### config.mk
export PLATFORM = sky130hd
export DESIGN_NAME = pc_fetch
export DESIGN_NICKNAME = d
export VERILOG_FILES = /design/src/rtl/pc_fetch.sv
export SDC_FILE = /design/constraint.sdc
export NUM_CORES = 1
export LEC_CHECK = 0
export CORE_AREA = 4 4 165 167
export CTS_CLUSTER_DIAMETER = 50
export CTS_CLUSTER_SIZE = 20
export DETAILED_ROUTE_END_ITERATION = 10
export DIE_AREA = 0 0 169 171
export PLACE_DENSITY_LB_ADDON = 0.15
export SYNTH_ARGS = -nofsm -noshare
export SYNTH_HDL_FRONTEND = slang
export SYNTH_SLANG_ARGS = --single-unit
### constraint.sdc
create_clock -name clk -period 5.8 [get_ports clk]
set_input_delay 1.16 -clock clk [delete_from_list [all_inputs] [get_ports clk]]
set_output_delay 1.16 -clock clk [all_outputs]
set_load 0.03 [all_outputs]
### src/rtl/pc_fetch.sv
// pc_fetch: instruction-fetch stage with PC register and IF/ID pipeline register.
//
// Ports
//   clk          single clock, all state updates on the rising edge
//   rst_n        synchronous active-low reset
//   stall        hold PC and IF/ID register
//   flush        squash IF/ID contents (loads a NOP bubble)
//   pcsrc        next-PC select: 00 seq, 01 branch/jal, 10 jalr, 11 treated as 00
//   imm_ext      sign-extended immediate from decode/execute
//   branch_pc    PC of the redirecting instruction
//   rs1_data     register operand for jalr
//   instr_in     instruction returned combinationally by memory for addr
//   addr         current fetch PC (straight from the PC register)
//   instr_d      IF/ID instruction
//   pc_d         IF/ID PC of instr_d
//   pcplus4_d    IF/ID pc_d + 4
//   valid_d      instr_d is a real fetched instruction
//   misalign_err one-cycle pulse after a redirect whose target had bits[1:0] != 0
module pc_fetch #(
  parameter int                     ADDRESS_WIDTH = 32,
  parameter int                     DATA_WIDTH    = 32,
  parameter logic [ADDRESS_WIDTH-1:0] RESET_PC    = 32'h0000_0000
) (
  input  logic                     clk,
  input  logic                     rst_n,
  input  logic                     stall,
  input  logic                     flush,
  input  logic [1:0]               pcsrc,
  input  logic [ADDRESS_WIDTH-1:0] imm_ext,
  input  logic [ADDRESS_WIDTH-1:0] branch_pc,
  input  logic [ADDRESS_WIDTH-1:0] rs1_data,
  input  logic [DATA_WIDTH-1:0]    instr_in,
  output logic [ADDRESS_WIDTH-1:0] addr,
  output logic [DATA_WIDTH-1:0]    instr_d,
  output logic [ADDRESS_WIDTH-1:0] pc_d,
  output logic [ADDRESS_WIDTH-1:0] pcplus4_d,
  output logic                     valid_d,
  output logic                     misalign_err
);

  localparam logic [DATA_WIDTH-1:0]    NOP_INSTR = DATA_WIDTH'(32'h0000_0013);
  localparam logic [ADDRESS_WIDTH-1:0] ADDR_ZERO = '0;
  localparam logic [ADDRESS_WIDTH-1:0] ADDR_FOUR = ADDRESS_WIDTH'(4);

  // jalr target: bit0 is architecturally dropped before alignment is judged.
  function automatic logic [ADDRESS_WIDTH-1:0] clear_bit0(input logic [ADDRESS_WIDTH-1:0] a);
    return {a[ADDRESS_WIDTH-1:1], 1'b0};
  endfunction

  // Fetch addresses are always word aligned; misaligned targets are forced down.
  function automatic logic [ADDRESS_WIDTH-1:0] word_align(input logic [ADDRESS_WIDTH-1:0] a);
    return {a[ADDRESS_WIDTH-1:2], 2'b00};
  endfunction

  logic        [ADDRESS_WIDTH-1:0] pc_p0;
  logic signed [ADDRESS_WIDTH-1:0] imm_s;
  logic        [ADDRESS_WIDTH-1:0] pcplus4;
  logic        [ADDRESS_WIDTH-1:0] target_raw;
  logic                            redirect;
  logic                            target_misaligned;

  assign imm_s   = imm_ext;
  assign pcplus4 = pc_p0 + ADDR_FOUR;
  assign addr    = pc_p0;

  assign redirect = (pcsrc == 2'b01) || (pcsrc == 2'b10);

  always_comb begin
    target_raw = pcplus4;
    case (pcsrc)
      2'b01:   target_raw = branch_pc + $unsigned(imm_s);
      2'b10:   target_raw = clear_bit0(rs1_data + $unsigned(imm_s));
      default: target_raw = pcplus4;
    endcase
  end

  assign target_misaligned = (target_raw[1:0] != 2'b00);

  // Stage boundary: PC register (p0) -> IF/ID register
  always_ff @(posedge clk) begin
    if (!rst_n) begin
      pc_p0        <= RESET_PC;
      instr_d      <= NOP_INSTR;
      pc_d         <= ADDR_ZERO;
      pcplus4_d    <= ADDR_ZERO;
      valid_d      <= 1'b0;
      misalign_err <= 1'b0;
    end else if (redirect) begin
      pc_p0        <= word_align(target_raw);
      instr_d      <= NOP_INSTR;
      pc_d         <= ADDR_ZERO;
      pcplus4_d    <= ADDR_ZERO;
      valid_d      <= 1'b0;
      misalign_err <= target_misaligned;
    end else if (flush) begin
      // The squashed slot is dropped, but PC still advances unless stalled.
      pc_p0        <= stall ? pc_p0 : pcplus4;
      instr_d      <= NOP_INSTR;
      pc_d         <= ADDR_ZERO;
      pcplus4_d    <= ADDR_ZERO;
      valid_d      <= 1'b0;
      misalign_err <= 1'b0;
    end else if (stall) begin
      misalign_err <= 1'b0;
    end else begin
      pc_p0        <= pcplus4;
      instr_d      <= instr_in;
      pc_d         <= pc_p0;
      pcplus4_d    <= pcplus4;
      valid_d      <= 1'b1;
      misalign_err <= 1'b0;
    end
  end

endmodule

After elaboration in Yosys (flattened, before gate mapping)

Cells that the tools add are included.

Bits in registers: 130
Output and inout port bits: 130
Input bits: 134

Muxes and demuxes: 3
Add/subtract/negate cells: 3
Bitwise logic cells: 1
Reduce and logical (&&, ||, !) cells: 5
Equality and inequality tests: 3

Operators by type and width:

| cell                                                                   | count |
|---|---|
| 32-bit adder                                                           | 2 |
| 32-bit two-way mux                                                     | 2 |
| 32-bit one-hot mux with 2 select lines                                 | 1 |
| 32-bit by 3-bit adder with 32-bit output (second input constant)       | 1 |
| 3-bit OR reduction                                                     | 1 |
| 2-bit by 1-bit equality test with 1-bit output (second input constant) | 1 |
| 2-bit equality test (second input constant)                            | 1 |
| 2-bit by 1-bit != test with 1-bit output (second input constant)       | 1 |
| 2-bit AND reduction                                                    | 1 |
| 2-bit nonzero test                                                     | 1 |
| 2-bit OR reduction                                                     | 1 |
| 1-bit logical OR                                                       | 1 |
| 1-bit inverter                                                         | 1 |

Logic depth before layout (Yosys ltp)

Depth after elaboration: 3
Gate-level depth with buffers: 12

Worst setup path after synthesis

Ideal clock, no wire load.

Path type: input port to flip-flop
Start point: input imm_ext[0]
End point: register pc_p0[30], in the netlist addr[30]
Required time: 5663 ps
Setup time: 137 ps
Data arrival time: 3511 ps
Stages: 11
Path buffers: 0
Slack: 2152 ps
Cells stage by stage: and2_1 > fa_1 > a21oi_1 > o22ai_1 > a21oi_1 > o21ai_0 > a211oi_1 > o41ai_1 > xor2_1 > a221oi_1 > a211oi_1

Longest elaborated chain between the ends: 3

Ends and longest elaborated chain:

| element                                  | line   | source |
|---|---|---|
| start: declaration                       | 29     | `input logic [ADDRESS_WIDTH-1:0] imm_ext,` |
| 32-bit adder, on equally long branches   | 72, 71 |  |
| 32-bit one-hot mux with 2 select lines * | 70     | `case (pcsrc)` |
| 32-bit two-way mux *                     | 88     | `end else if (redirect) begin` |
| end signal: assignment                   | 89     | `pc_p0 <= word_align(target_raw);` |
| end signal: assignment                   | 97     | `pc_p0 <= stall ? pc_p0 : pcplus4;` |
| end signal: assignment                   | 106    | `pc_p0 <= pcplus4;` |
| end: declaration                         | 55     | `logic [ADDRESS_WIDTH-1:0] pc_p0;` |

Every way passes the cells marked *; elsewhere a longest branch is shown, timed or not.
A chain may end at the register's enable or synchronous reset.

Final worst setup path

Ends and elaborated chain as after synthesis.

==> summary.md <==
| Metric | Value |
|---|---|
| Post-DRT Antenna Nets | 0 |
| Final WL | 28700 um |
| Ranking of synthesized cells by area | dfxtp_1, ha_1, mux2i_1 |
| Most frequent cell after synthesis | nor2_1 |
| WL per Instance | approximately 17 um |
| Hold buffers post-CTS | 0 |
| Slew Limit Fails | 0 |
| Worst-margin pin slew | about 0.87 ns |
| CP endpoint kind | flip-flop |
| Largest area contributor in the netlist | dfxtp_1 |
| RSZ-0062 raised after global routing | false |
| Fin Setup TNS | 0 ns |
| Seq/Total Area, Yosys | 27.8% |
| Avg Inst Size Synth | 8.01 um2 |
| Clk sinks | 124 |
| Pleak | 4.73 nW |
| CP startpoint | imm_ext[0] |
| Rows | 59 |
| Clk root buf | clkbuf_16 |
| Crit path DAT | about 4.5 ns |
| Worst reg2reg setup slack | 2.66 ns |
| RD Place Congestion | 0.954 |
| Area growth from synthesis to layout | 37.3% |
| Postcts setup bufs | 0 |
| Fillers | 2542 |
| CTS tree | done |
| CTS max path bufs | 2 |
| # resized after CTS | 0 |
| Die Height | approximately 170 um |
| Min-Delay Path Class | reg2reg |
| Final Hold Viols | 0 |
| Synth top area share | between 20% and 30% |
| End point of the critical path | addr[30]$_SDFFE_PN0P_ |
| Setup violations, final | 0 |
| Total track usage | 18.9% |
| Max Fanout on Critical Path | 5 |
| FF-to-FF path depth | 10 |
| Residual DRC | 0 |
| Via count | 8744 |
| Mapped Area | 0.00892 mm2 |
| Fmax achieved | 234 MHz |
| Cells after Synth | ~1100 |
| Skew final | 0.00800 ns |
| CP Class | in2reg |
| Clock transition at the registers of the reported paths | 0.06 ns |
| Clock Latency Late Sink | around 0.4 ns |
| FFs w/ async S/R, synth | 0% |
| IO buf count | 257 |
| Outcome | completed |
| Post-synth EDFFs | 0 |
| Largest net degree at the start of global routing | 90 |
| Vias in the first global route | 8338 |
| Initial antenna violation count | 0 |
| Fin crit share | 73.6% |
| Power Density | approximately 240 mW/mm2 |
| Drt pass-1 iters | 5 |
| Via density | 5.24 |
| Die Wd | 169 um |
| Crit path required time | 6.06 ns |
| DRT iter0 DRCs | 689 |
| Core area | 0.0258 mm2 |
| Share of cells above drive strength 1 | 4.65% |
| Peak supply drop | 0.156 mV |
| Post-synth top cells | nor2_1, dfxtp_1, a21oi_1 |
| GRT overflow | 0 |
| #FFs+latches synth | 124 |
| First-pass GRT wire length | 44400 um |
| Final nets | 1520 |
| Initial core utilization | 34.6% |
| Ports | 264 |
| Yosys cell types | 73 |
| Inserted Clock Buffers | 17 |
| Min Tclk post-route | 4.27 ns |
| H-Tree Level Count | 4 |
| Max Cap Violations | 0 |
| DP HPWL | 22400 um |
| Reg2Reg Capture Point | addr[28]$_SDFFE_PN0P_ |
| Hold_sp | valid_d$_SDFFE_PP0N_ |
| Critical Path Source Type | input port |
| N_diodes | 0 |
| Synth warnings | 0 |
| Reg-to-reg critical path startpoint | addr[2]$_SDFFE_PN0P_ |
| Rel. slew slack | 41.9% |
| Die footprint | 0.0289 mm2 |
| Top FF cell, synth | dfxtp_1 |
| Total power | ~2.9 mW |
## worst min path at each step
stage / depth (start not counted) / end / slack [ns]
floorplan: 2 / valid_d$_SDFFE_PP0N_ / 0.57
global placement: 2 / valid_d$_SDFFE_PP0N_ / 0.44
detailed placement: 2 / valid_d$_SDFFE_PP0N_ / 0.44
CTS: 2 / valid_d$_SDFFE_PP0N_ / 0.45
global route: 2 / valid_d$_SDFFE_PP0N_ / 0.49
finish: 2 / valid_d$_SDFFE_PP0N_ / 0.45
## through the flow
stage	hold slack [ns]	area [um2]	utilization [%]	instances	worst slack, ns
2_1_floorplan	0.575	8940	-	1118	2.15
3_3_place_gp	0.435	11600	45.2	1636	1.22
3_5_place_dp	0.444	11600	45.2	1636	1.11
4_1_cts	0.453	12200	47.5	1668	1.55
5_1_grt	0.487	12200	47.5	1668	1.22
6_report	0.453	12200	47.5	1668	1.53
## flip-flops by register name (all words and copies together), names as in the netlist
name,flops
addr,30
instr_d,32
misalign_err,1
pc_d,30
pcplus4_d,30
valid_d,1
## worst max-delay path, stage by stage
cell and delay [ns]:
clkdlybuf4s50_1 0.45, and2_1 0.19, fa_1 0.39, a21oi_1 0.23, o22ai_1 0.19, a21oi_1 0.28, o21ai_0 0.21, a211oi_1 0.72
o41ai_1 0.18, xor2_1 0.17, a221oi_1 0.27, a211oi_1 0.08
## area by class of cell
type                       instances  area (um2)  share of cell area [%]
clock inverter                    13         166                    1.36
multi-input combinational        890        6020                    49.2
tap                              335         419                    3.42
inverter                          24        90.1                   0.736
timing repair buffer             263        2620                    21.4
sequential                       124        2480                    20.3
clock buffer                      19         443                    3.62
## cell usage in the layout (no fill, tap or decap), drive strengths merged, types with 27 or more instances in the layout
master and instances:
clkdlybuf4s50 256, nor2 152, dfxtp 124, a21oi 96, nand2 73, ha 64
mux2i 63, xnor2 58, xor2 47, nand3 40, o21ai 35, a211oi 29
a21o 28, a221oi 27
## kinds of logic (layout without fill, tap and decap cells)
| logic type | Yosys count | count (layout) | synth area share, % |
|---|---|---|---|
| AOI/OAI and AO/OA | 287 | 287 | 21.2 |
| xor gates and xnor gates | 105 | 105 | 10.4 |
| adders and majority gates | 66 | 66 | 9.43 |
| buffers and inverters | 104 | 319 | 4.90 |
| DFF | 124 | 124 | 27.8 |
| muxes | 64 | 64 | 7.20 |
| other | 1 | 6 | 0.0420 |
| and+or+nand+nor | 362 | 362 | 19.0 |
## routing by layer
layer / vias up / track usage [%] / share of wire, %
li1: 4400 / - / -
met3: 29 / 2.89 / 5.6
met5: - / 0 / 0
met4: 0 / 4.76 / 1.6
met1: 4019 / 27.6 / 50
met2: 296 / 29.0 / 43
## power breakdown
group	leakage (nW)	internal (mW)	switching, mW
registers	1.01	0.888	0.0639
logic	3.43	0.383	0.476
clock network	0.295	0.691	0.395
total	4.73	1.96	0.935
No activity file was read; power rests on OpenSTA's default activity.
==> edit, RTL diff (config.mk and constraints unchanged) <==
Set the parameter `ADDRESS_WIDTH` to 24 (it was 32).
--- a/src/rtl/pc_fetch.sv
+++ b/src/rtl/pc_fetch.sv
@@ -17,7 +17,7 @@
 //   valid_d      instr_d is a real fetched instruction
 //   misalign_err one-cycle pulse after a redirect whose target had bits[1:0] != 0
 module pc_fetch #(
-  parameter int                     ADDRESS_WIDTH = 32,
+  parameter int                     ADDRESS_WIDTH = 24,
   parameter int                     DATA_WIDTH    = 32,
   parameter logic [ADDRESS_WIDTH-1:0] RESET_PC    = 32'h0000_0000
 ) (
Interface: changed (6 resized); port bits go from 264 to 216. No check against the original RTL was run, so the function may have changed too.
==> edit against the original RTL <==
Synthesized area decreased by 23%; power decreased by 29%; wire length decreased by 20%; via count decreased by 26%; die area unchanged; worst setup slack improved by 0.44 ns; sequential cell count decreased by 24; synthesized cell count decreased by 25%; cell area decreased by 22%; critical endpoint is now addr[18].
==> edit: results (changes against the original RTL) <==
Finish
  – Final nets: 1,178 (was 1,520)
  – Non-Filler Instances: 1,358 (was 1,668)
  – Share of cells above drive strength 1: 4.89% (was 4.65%)
  – Fillers: 2,714 (was 2,542)

Placed design
  – Port bufs: 209 (was 257)
  – Routability cong.: 0.817 (was 0.954)
  – Dpl hpwl: 17.9 mm (was 22.4 mm)
  – Post-DP Area: 9210 µm² (was 11,600 µm²)

STA
  – Relative slew slack: 45.0% (was 41.9%)
  – Worst clock skew: 0.00623 ns (was 0.00800 ns)

Synthesis
  – Seq/Total Area, Yosys: 29.1% (was 27.8%)
  – Synth unique cells: 75 (was 73)
  – Gate Count Post-Synth: 838 (was 1,113)

Route
  – Final WL: 22.8 mm (was 28.7 mm)
  – Via count: 6,507 (was 8,744)
  – DRT iter0 DRCs: 382 (was 689)

Pwr
  – Max IR drop VDD: 0.000121 V (was 0.000156 V)

Global routing
  – Total track usage: 15.3% (was 18.9%)
  – GR Layer Usage met1: 22.8% (was 27.6%)
  – Global routing usage on met2: 23.4% (was 29.0%)
  – Vias in the first global route: 6,283 (was 8,338)
  – First-pass GRT wire length: 35.5 mm (was 44.4 mm)

Worst setup path
  – Worst Path Max Fanout: 4 (was 5)
  – Critical path arrival: 4.04 ns (was 4.53 ns)
  – Worst path max stage delay: 0.45 ns (was 0.72 ns)

Clocking
  – Worst-Skew Late Latency: 0.35 ns (was 0.41 ns)
  – CTS Buf Count: 9 (was 17)

Status
  – Outcome: finished clean (unchanged)
-- edit: logic make-up (layout without fill, tap and decap cells) --
group | Yosys count | count (layout) | share of synthesized area [%]
fa+ha+maj | 50 | 50 | 9.33
mux | 57 | 57 | 8.36
buf+inv | 72 | 252 | 4.46
compound gates | 208 | 208 | 20.4
flops | 100 | 100 | 29.1
xor+xnor | 61 | 61 | 7.78
simple gates | 289 | 289 | 20.5
other cells | 1 | 6 | 0.0546
-- edit: worst paths after layout --
path	startpoint	cells past startpoint	to	slack (ns)
worst max register to register	addr[3]	7	addr[16]	3.36
worst min-delay path	valid_d	1	valid_d	0.46
worst min register to register	valid_d	1	valid_d	0.46
worst max-delay path	imm_ext[0]	10	addr[18]	1.97
-- edit: metal layers --
layer	vias to the layer above	part of all wire, %	routed length (µm)
met3	12	5.8	1330
met4	0	0.77	175
met1	2936	51	11600
met5	-	0	0
li1	3368	-	-
met2	191	43	9710
-- edit: metrics by stage --
step / total power, mW / worst slack, ns
after floorplan: 1.16 / 2.50
after global placement: 1.39 / 1.63
after detailed placement: 1.39 / 1.59
after CTS: 2.09 / 1.95
after global routing: 2.19 / 1.69
final: 2.06 / 1.97
-- edit: area by class of cell --
cell class / instances / share of cell area, %
Clock buffer: 9 / 2.36
Clock inverter: 7 / 1.11
Multi-Input combinational cell: 671 / 48.0
Timing Repair Buffer: 214 / 22.3
Inverter: 22 / 0.866
Tap cell: 335 / 4.39
Sequential cell: 100 / 21.0
-- edit: power by group --
group          internal, mW  switching, mW  total (mW)
registers             0.713         0.0445       0.758
clock network         0.386          0.296       0.682
logic                 0.279          0.342       0.621
total                  1.38          0.683        2.06
